<file path="config.mk">
export PLATFORM = sky130hd
export DESIGN_NAME = wb_arbiter
export DESIGN_NICKNAME = d
export VERILOG_FILES = /design/src/rtl/riu_pkg.sv /design/src/rtl/wb_fifo.sv /design/src/rtl/wb_arbiter.sv
export SDC_FILE = /design/constraint.sdc
export NUM_CORES = 1
export LEC_CHECK = 0
export CORE_ASPECT_RATIO = 0.7
export CORE_MARGIN = 2
export CORE_UTILIZATION = 35
export DETAILED_ROUTE_END_ITERATION = 16
export PLACE_DENSITY = 0.61
export SKIP_LAST_GASP = 1
export SLEW_MARGIN = 20
export SYNTH_ARGS = -nofsm -noshare
export SYNTH_HDL_FRONTEND = slang
export SYNTH_SLANG_ARGS = --single-unit
</file>
<file path="constraint.sdc">
create_clock -name clk -period 3.4 [get_ports clk]
set_input_delay 0.34 -clock clk [delete_from_list [all_inputs] [get_ports clk]]
set_output_delay 0.34 -clock clk [all_outputs]
set_load 0.02 [all_outputs]
</file>
<file path="src/rtl/riu_pkg.sv">
// rtl/riu_pkg.sv - shared writeback types and constants
package riu_pkg;
  localparam int WB_AW    = 5;
  localparam int WB_DW    = 32;
  localparam int REG_ZERO = 0;

  typedef struct packed {
    logic             live;
    logic [WB_AW-1:0] rd;
    logic [WB_DW-1:0] data;
  } wb_entry_t;
endpackage

</file>
<file path="src/rtl/wb_fifo.sv">
// rtl/wb_fifo.sv - circular load-result buffer with per-entry live bits
module wb_fifo #(
  parameter int DEPTH = 2,
  parameter int AW    = 5,
  parameter int DW    = 32
) (
  input  logic                       clk,
  input  logic                       rst,
  input  logic                       push,
  input  logic [AW-1:0]              push_rd,
  input  logic [DW-1:0]              push_data,
  input  logic                       pop,
  input  logic                       kill,
  input  logic [AW-1:0]              kill_rd,
  input  logic [AW-1:0]              match_rd1,
  input  logic [AW-1:0]              match_rd2,
  output logic                       match1,
  output logic                       match2,
  output logic                       head_live,
  output logic [AW-1:0]              head_rd,
  output logic [DW-1:0]              head_data,
  output logic [$clog2(DEPTH+1)-1:0] count
);
  import riu_pkg::*;

  localparam int PW = (DEPTH > 1) ? $clog2(DEPTH) : 1;
  localparam int CW = $clog2(DEPTH+1);

  logic          live_q [DEPTH];
  logic [AW-1:0] rd_q   [DEPTH];
  logic [DW-1:0] data_q [DEPTH];
  logic [PW-1:0] wr_ptr, rd_ptr;

  function automatic logic [PW-1:0] bump(input logic [PW-1:0] p);
    return (p == PW'(DEPTH-1)) ? '0 : p + 1'b1;
  endfunction

  assign head_live = live_q[rd_ptr];
  assign head_rd   = rd_q[rd_ptr];
  assign head_data = data_q[rd_ptr];

  // Popped slots are cleared so stale contents never produce a hazard hit.
  always_comb begin
    match1 = 1'b0;
    match2 = 1'b0;
    for (int i = 0; i < DEPTH; i++) begin
      if (live_q[i] && rd_q[i] == match_rd1 && match_rd1 != AW'(REG_ZERO)) match1 = 1'b1;
      if (live_q[i] && rd_q[i] == match_rd2 && match_rd2 != AW'(REG_ZERO)) match2 = 1'b1;
    end
  end

  always_ff @(posedge clk or posedge rst) begin
    if (rst) begin
      for (int i = 0; i < DEPTH; i++) begin
        live_q[i] <= 1'b0;
        rd_q[i]   <= '0;
        data_q[i] <= '0;
      end
      wr_ptr <= '0;
      rd_ptr <= '0;
      count  <= '0;
    end else begin
      for (int i = 0; i < DEPTH; i++)
        if (kill && rd_q[i] == kill_rd) live_q[i] <= 1'b0;
      if (pop) begin
        live_q[rd_ptr] <= 1'b0;
        rd_ptr         <= bump(rd_ptr);
      end
      if (push) begin
        live_q[wr_ptr] <= 1'b1;
        rd_q[wr_ptr]   <= push_rd;
        data_q[wr_ptr] <= push_data;
        wr_ptr         <= bump(wr_ptr);
      end
      count <= count + CW'(push) - CW'(pop);
    end
  end
endmodule

</file>
<file path="src/rtl/wb_arbiter.sv">
// rtl/wb_arbiter.sv - writeback port arbiter merging ALU results and buffered loads
module wb_arbiter #(
  parameter int DEPTH = 2,
  parameter int AW    = 5,
  parameter int DW    = 32
) (
  input  logic                       clk,
  input  logic                       rst,
  input  logic                       alu_valid,
  input  logic [AW-1:0]              alu_rd,
  input  logic [DW-1:0]              alu_data,
  input  logic                       lsu_valid,
  output logic                       lsu_ready,
  input  logic [AW-1:0]              lsu_rd,
  input  logic [DW-1:0]              lsu_data,
  output logic                       we,
  output logic [AW-1:0]              writeaddr,
  output logic [DW-1:0]              writedata,
  input  logic [AW-1:0]              qaddr1,
  input  logic [AW-1:0]              qaddr2,
  output logic                       qhit1,
  output logic                       qhit2,
  output logic [$clog2(DEPTH+1)-1:0] occupancy
);
  import riu_pkg::*;

  localparam int CW = $clog2(DEPTH+1);

  logic          alu_wr, lsu_fire, lsu_drop, buf_empty, bypass, push, pop;
  logic          head_live;
  logic [AW-1:0] head_rd;
  logic [DW-1:0] head_data;

  assign lsu_ready = !rst && (occupancy < CW'(DEPTH));
  assign alu_wr    = alu_valid && (alu_rd != AW'(REG_ZERO));
  assign lsu_fire  = lsu_valid && lsu_ready;
  // x0 loads and loads overwritten by a same-cycle ALU write are accepted but discarded.
  assign lsu_drop  = (lsu_rd == AW'(REG_ZERO)) || (alu_wr && lsu_rd == alu_rd);
  assign buf_empty = (occupancy == '0);
  assign pop       = !alu_wr && !buf_empty;
  assign bypass    = !alu_wr && buf_empty && lsu_fire && !lsu_drop;
  assign push      = lsu_fire && !lsu_drop && !bypass;

  wb_fifo #(.DEPTH(DEPTH), .AW(AW), .DW(DW)) u_fifo (
    .clk       (clk),
    .rst       (rst),
    .push      (push),
    .push_rd   (lsu_rd),
    .push_data (lsu_data),
    .pop       (pop),
    .kill      (alu_wr),
    .kill_rd   (alu_rd),
    .match_rd1 (qaddr1),
    .match_rd2 (qaddr2),
    .match1    (qhit1),
    .match2    (qhit2),
    .head_live (head_live),
    .head_rd   (head_rd),
    .head_data (head_data),
    .count     (occupancy)
  );

  always_ff @(posedge clk or posedge rst) begin
    if (rst) begin
      we        <= 1'b0;
      writeaddr <= '0;
      writedata <= '0;
    end else if (alu_wr) begin
      we        <= 1'b1;
      writeaddr <= alu_rd;
      writedata <= alu_data;
    end else if (pop) begin
      we <= head_live;
      if (head_live) begin
        writeaddr <= head_rd;
        writedata <= head_data;
      end
    end else if (bypass) begin
      we        <= 1'b1;
      writeaddr <= lsu_rd;
      writedata <= lsu_data;
    end else begin
      we <= 1'b0;
    end
  end
endmodule

</file>
==> metrics.cfg, run 1 <==
[finish]
final-seq-area_um2=2953
final_common_cell=clkdlybuf4s50_1
nFillCells=1483
final_util_pct=49.03
final_cell_mix=130 x clkdlybuf4s50_1, 118 x dfrtp_1, 69 x a21oi_1
multiInputGateArea_um2=2759
area_growth_pct=35.89
stdcell_count=924
drive_above_1_share_pct=13.90
nets=775

[timing]
setup_viol=0
fmax_mhz=383.2
layout_setup_ws_ps=790.3
period_share_pct=76.76
finalHoldViolCount=0
tightest_slew_ps=1010
rsz0062_at_grt=no
final_max_slew_viol_count=0
finalCriticalPeriod_ps=2610
slew_headroom_pct=32.55
clock-skew-final_ps=10.80
fin_setup_tns_ps=0
hold_slack_ps=393.8

[global_routing]
antenna_found_initial=1
track_usage_pct=19.79
grt_pass1_vias=5194
grt_max_degree=64
grt_pass1_wl_mm=27.77
overflow=0

[logic_synthesis]
synth_cell_types=43
postSynth.asyncResetShare_pct=100.0
yosysTopAreaCellShare_pct=49.62
synth_area_um2=5951
synth_edf_count=0
yosysTopAreaCell=dfrtp_1
synth.avg_cell_area_um2=10.50
synth.area.top_cells=dfrtp_1 50%, mux2_1 7.2%, mux2_2 6.8%, a21oi_1 5.8%, xor2_1 3.5%
synth_flop_cell=dfrtp_1
synth_nets=657
netlist_instances=567
yosysSeqAreaShare_pct=49.62
yosys_warnings=0
synth_seq_cells=118

[setup_path]
cpPeakStageDelay_ps=630
r2r_setup_slack_ps=830
reg2reg_depth=7
critPathArrivalTime_ps=2270
cpMaxStageDelayCell=clkdlybuf4s50_1
timing.rr.start=u_fifo.count[1]
worstSetupPathType=flop to output port
critPathRequiredTime_ps=3060
crit_path_end=qhit2
crit_fanout=5
critPathCaptureType=output port
crit_chain=xor2_1 > nor4_1 > nand3_1 > a21oi_1 > clkdlybuf4s50_1
r2r_end=writedata[23]
crit_path_start_kind=flop
cp-startpoint=u_fifo.rd_q[5]

[power_and_ir_drop]
p_leak_nw=3.225
peakVddDrop_mv=0.4646
p_per_area_nw_per_um2=949.5

[cts]
clk_pin_slew_ps=60
numCtsBuffers=17
cts_max_path_buffers=2
hold_buffers=0
cts_setup_buffers=0
cts-root-buf=clkbuf_16
h-tree-depth=4
post_cts_resize_count=0
clk_latency_ps=410
cts_tree=done
cts_sinks=118

[drt]
via_per_inst=5.373
avgRoutedWirePerCell_um=18.77
dr.first_iter.drc_count=313
num_vias=4965
wl_mm=17.35
ant_nets=0
drc=0
dr.pass1.iters=4

[placed_design]
place_inst=891
gp_congestion=0.8608
post-place-ws_ps=413.0
port-buffer-count=130
dp_hpwl_mm=11.59

[floorplanning]
dieArea_um2=18080
std_cell_rows=39
die_y_um=113.1
core_region_area_um2=16490
die_w_um=159.9
ios=131
start_util_pct=36.08

[min_path]
holdCritPathClass=input port to async pin

[job]
cap_viol_max_count=0

[status]
status=finished, final reports clean

[metal layers]
metal,up-vias,track usage (%),share of wire (%)
li1,2286,-,-
met1,2488,27.32,48
met2,178,30.48,44
met3,13,5.242,6.6
met4,0,6.547,1.0
met5,-,0,0
[report_power, final]
part           internal (W)  switching (W)  total (W)
Sequential          0.00213       0.000548    0.00268
Clock               0.00123       0.000670    0.00190
Combinational       0.00143        0.00167    0.00310
Total               0.00479        0.00289    0.00768
[through the flow]
| stage | area [µm²] | power (W) |
|---|---|---|
| 2_1_floorplan | 5954 | 0.004532 |
| 3_3_place_gp | 7453 | 0.005661 |
| 3_5_place_dp | 7453 | 0.005772 |
| 4_1_cts | 8084 | 0.007712 |
| 5_1_grt | 8087 | 0.008158 |
| 6_report | 8087 | 0.007678 |
[worst max-delay path: cells and delay by family, from the launching register on]
kind / cells / cell delay, ps
DFF: 1 / 490
AOI/OAI and AO/OA: 1 / 170
buffers and inverters: 1 / 630
xor gates and xnor gates: 1 / 200
and+or+nand+nor: 2 / 370
[layout make-up]
type	instances	area share [%]
sequential	118	36.52
multi-input combinational	395	34.12
timing repair buffer	145	17.64
clock buffer	17	5.261
tap	225	3.481
clock inverter	15	2.538
inverter	8	0.4178
antenna	1	0.03095
[worst min path at each step]
stage / from / cells after the start / end / slack (ps)
6_report: rst / 2 / u_fifo.rd_q[0] / 390
5_1_grt: rst / 2 / u_fifo.rd_q[0] / 420
3_3_place_gp: u_fifo.data_q[32] / 1 / u_fifo.data_q[32] / 460
4_1_cts: rst / 2 / u_fifo.rd_q[1] / 400
2_1_floorplan: u_fifo.data_q[32] / 1 / u_fifo.data_q[32] / 450
3_5_place_dp: u_fifo.data_q[63] / 1 / u_fifo.data_q[63] / 470
[cell families after synthesis]
group,after synthesis,synth area share [%]
flip-flops,118,49.62
adder cells (fa/ha/maj),2,0.4205
buffers and inverters,54,4.415
XOR/XNOR,39,5.740
AND/OR/NAND/NOR,138,10.79
multiplexers,74,14.00
AO/OA/AOI/OAI,142,15.01
[flip-flops by register name, indices dropped and copies added (netlist names)]
register	cells
u_fifo.data_q	64
writedata	32
u_fifo.rd_q	10
writeaddr	5
u_fifo.count	2
u_fifo.live_q	2
u_fifo.rd_ptr	1
u_fifo.wr_ptr	1
we	1
[cells in the mapped netlist, types with 3 or more instances]
| master | n |
|---|---|
| nor4_1 | 5 |
| buf_2 | 6 |
| xor2_1 | 24 |
| or4_1 | 3 |
| o21ai_0 | 22 |
| a221oi_1 | 21 |
| xnor2_1 | 15 |
| buf_6 | 6 |
| nand2_1 | 35 |
| dfrtp_1 | 118 |
| mux2_1 | 38 |
| a31oi_1 | 15 |
| inv_1 | 7 |
| clkbuf_1 | 30 |
| a21oi_1 | 69 |
| mux2_2 | 36 |
| nor2_1 | 41 |
| nor3_1 | 3 |
| nand3_1 | 40 |
No activity file was read; power rests on OpenSTA's default activity.
==> run 2, diff against run 1 <==
==> constraint.sdc (replaced) <==
create_clock -name clk -period 2.4 [get_ports clk]
set_input_delay 0.24 -clock clk [delete_from_list [all_inputs] [get_ports clk]]
set_output_delay 0.24 -clock clk [all_outputs]
set_load 0.02 [all_outputs]
==> metrics.cfg, run 2 (same netlist as run 1, synthesis figures left out) <==
[floorplanning]
core_region_area_um2=16490  ; unchanged
std_cell_rows=39  ; unchanged
start_util_pct=36.08  ; unchanged
ios=131  ; unchanged
die_w_um=159.9  ; unchanged
dieArea_um2=18080  ; unchanged
die_y_um=113.1  ; unchanged

[finish]
final_cell_mix=128 x clkdlybuf4s50_1, 118 x dfrtp_1, 69 x a21oi_1
area_growth_pct=40.01
nets=802  ; +3.5%
final_common_cell=clkdlybuf4s50_1
top_register=u_fifo.data_q
largest_reg_flops=64  ; unchanged
top_regs=u_fifo.data_q: 64 flops, writedata: 32 flops, u_fifo.rd_q: 10 flops
final_util_pct=50.52  ; +1.5 points
finalInstanceArea_um2=8332  ; +3.0%
drive_above_1_share_pct=16.97  ; +3.1 points

[cts]
h-tree-depth=4  ; unchanged
cts_sinks=118  ; unchanged
cts_max_path_buffers=2  ; unchanged
cts_setup_buffers=0  ; unchanged
post_cts_resize_count=2  ; +2
hold_buffers=0  ; unchanged
numCtsBuffers=17  ; unchanged
clk_latency_ps=410  ; about the same
clk_pin_slew_ps=50  ; about the same
cts-root-buf=clkbuf_16
cts_tree=done

[drt]
drc=0  ; unchanged
avgRoutedWirePerCell_um=18.01  ; -4.1%
wl_mm=17.13  ; -1.3%
via_per_inst=5.264  ; -2.0%
dr.pass1.iters=4  ; unchanged
dr.first_iter.drc_count=316  ; +0.96%
ant_nets=0  ; unchanged
num_vias=5006  ; +0.83%

[power_and_ir_drop]
p_total_w=0.01103  ; +44%
peakVddDrop_mv=0.6760  ; +46%
p_leak_nw=3.371  ; +4.5%
p_per_area_nw_per_um2=1324  ; +39%

[global_routing]
overflow=0  ; unchanged
grt_pass1_vias=5136  ; -1.1%
grt_max_degree=119  ; +86%
track_usage_pct=19.38  ; -0.41 points
grt_pass1_wl_mm=27.70  ; -0.25%
antenna_found_initial=1  ; unchanged

[setup_path]
worstSetupPathType=flop to output port
crit_fanout=5  ; unchanged
critPathArrivalTime_ps=2040  ; -230 ps
critPathCaptureType=output port
critPathRequiredTime_ps=2160  ; -900 ps
crit_path_start_kind=flop

[timing]
finalCriticalPeriod_ps=2277
rsz0062_at_grt=yes
fmax_mhz=439.2
slew_headroom_pct=55.40  ; +23 points
final_max_slew_viol_count=0  ; unchanged
period_share_pct=94.87
finalHoldViolCount=0  ; unchanged
fin_setup_tns_ps=0  ; unchanged
clock-skew-final_ps=8.109  ; -2.690 ps
tightest_slew_ps=669.0  ; -341.3 ps
setup_viol=0  ; unchanged
hold_slack_ps=448.8  ; +54.99 ps

[placed_design]
gp_congestion=0.8542  ; -0.77%
dp_hpwl_mm=11.85  ; +2.3%
port-buffer-count=130  ; unchanged
place_area_um2=7706  ; +3.4%

[min_path]
holdCritPathClass=input port to async pin

[status]
status=finished, final reports clean

[job]
cap_viol_max_count=0  ; unchanged

==> run 2: changes by cell type in the layout (fill, tap and decap cells not counted), sizes merged <==
cell	previous run	this run
buf	15	42
clkbuf	17	19
clkdlybuf4s15	0	2
clkdlybuf4s50	130	128
clkinv	7	6
inv	8	7
==> run 2: metrics by stage <==
| step | setup slack, ps | std cells |
|---|---|---|
| after global placement | -98.38 | 918 |
| final | 123.1 | 951 |
| after global routing | -2.102 | 951 |
| after CTS | 113.7 | 950 |
| after floorplan | 282.8 | 567 |
| after detailed placement | -127.8 | 918 |
==> run 2: final cells by class <==
type,instances,area [µm²]
fillers,1512,8162
flip-flops and latches,118,2953
multi-input cells,395,2759
repair buffers,172,1679
clock buffers,19,442.9
well taps,225,281.5
clock inverters,13,180.2
inverters,8,33.78
diodes,1,2.502
==> run 2: where the power goes <==
part | switching [W] | leakage [nW] | internal [W]
Clock | 0.000917 | 0.299 | 0.00176
Sequential | 0.000739 | 1.41 | 0.00301
Combinational | 0.00240 | 1.66 | 0.00220
Total | 0.00406 | 3.37 | 0.00698
==> run 2: final timing paths <==
check                                   from           endpoint  slack (ps)  cells after the start
hold / removal                           rst    u_fifo.count[0]         450                      4
min in group clk           u_fifo.data_q[39]  u_fifo.data_q[39]         480                      1
max in group asynchronous                rst     u_fifo.rd_q[6]        1410                      4
setup reg to reg             u_fifo.count[1]  u_fifo.data_q[22]         270                      6
setup / recovery              u_fifo.rd_q[0]              qhit1         120                      5
hold reg to reg            u_fifo.data_q[39]  u_fifo.data_q[39]         480                      1
==> run 2: routing by layer <==
metal  routed length [µm]  global-route usage (%)  vias to the layer above
met5                    0                       0                        -
met4                  163                   4.625                        0
met3                 1192                   5.425                       12
met2                 7575                   29.90                      186
met1                 8195                   27.20                     2474
li1                     -                       -                     2334
==> run 2: critical path, stage by stage (launching register included) <==
cell             delay [ps]
dfrtp_1                 490
xor2_1                  210
nor4_1                  320
nand3_1                 130
a21oi_1                 170
clkdlybuf4s15_1         320
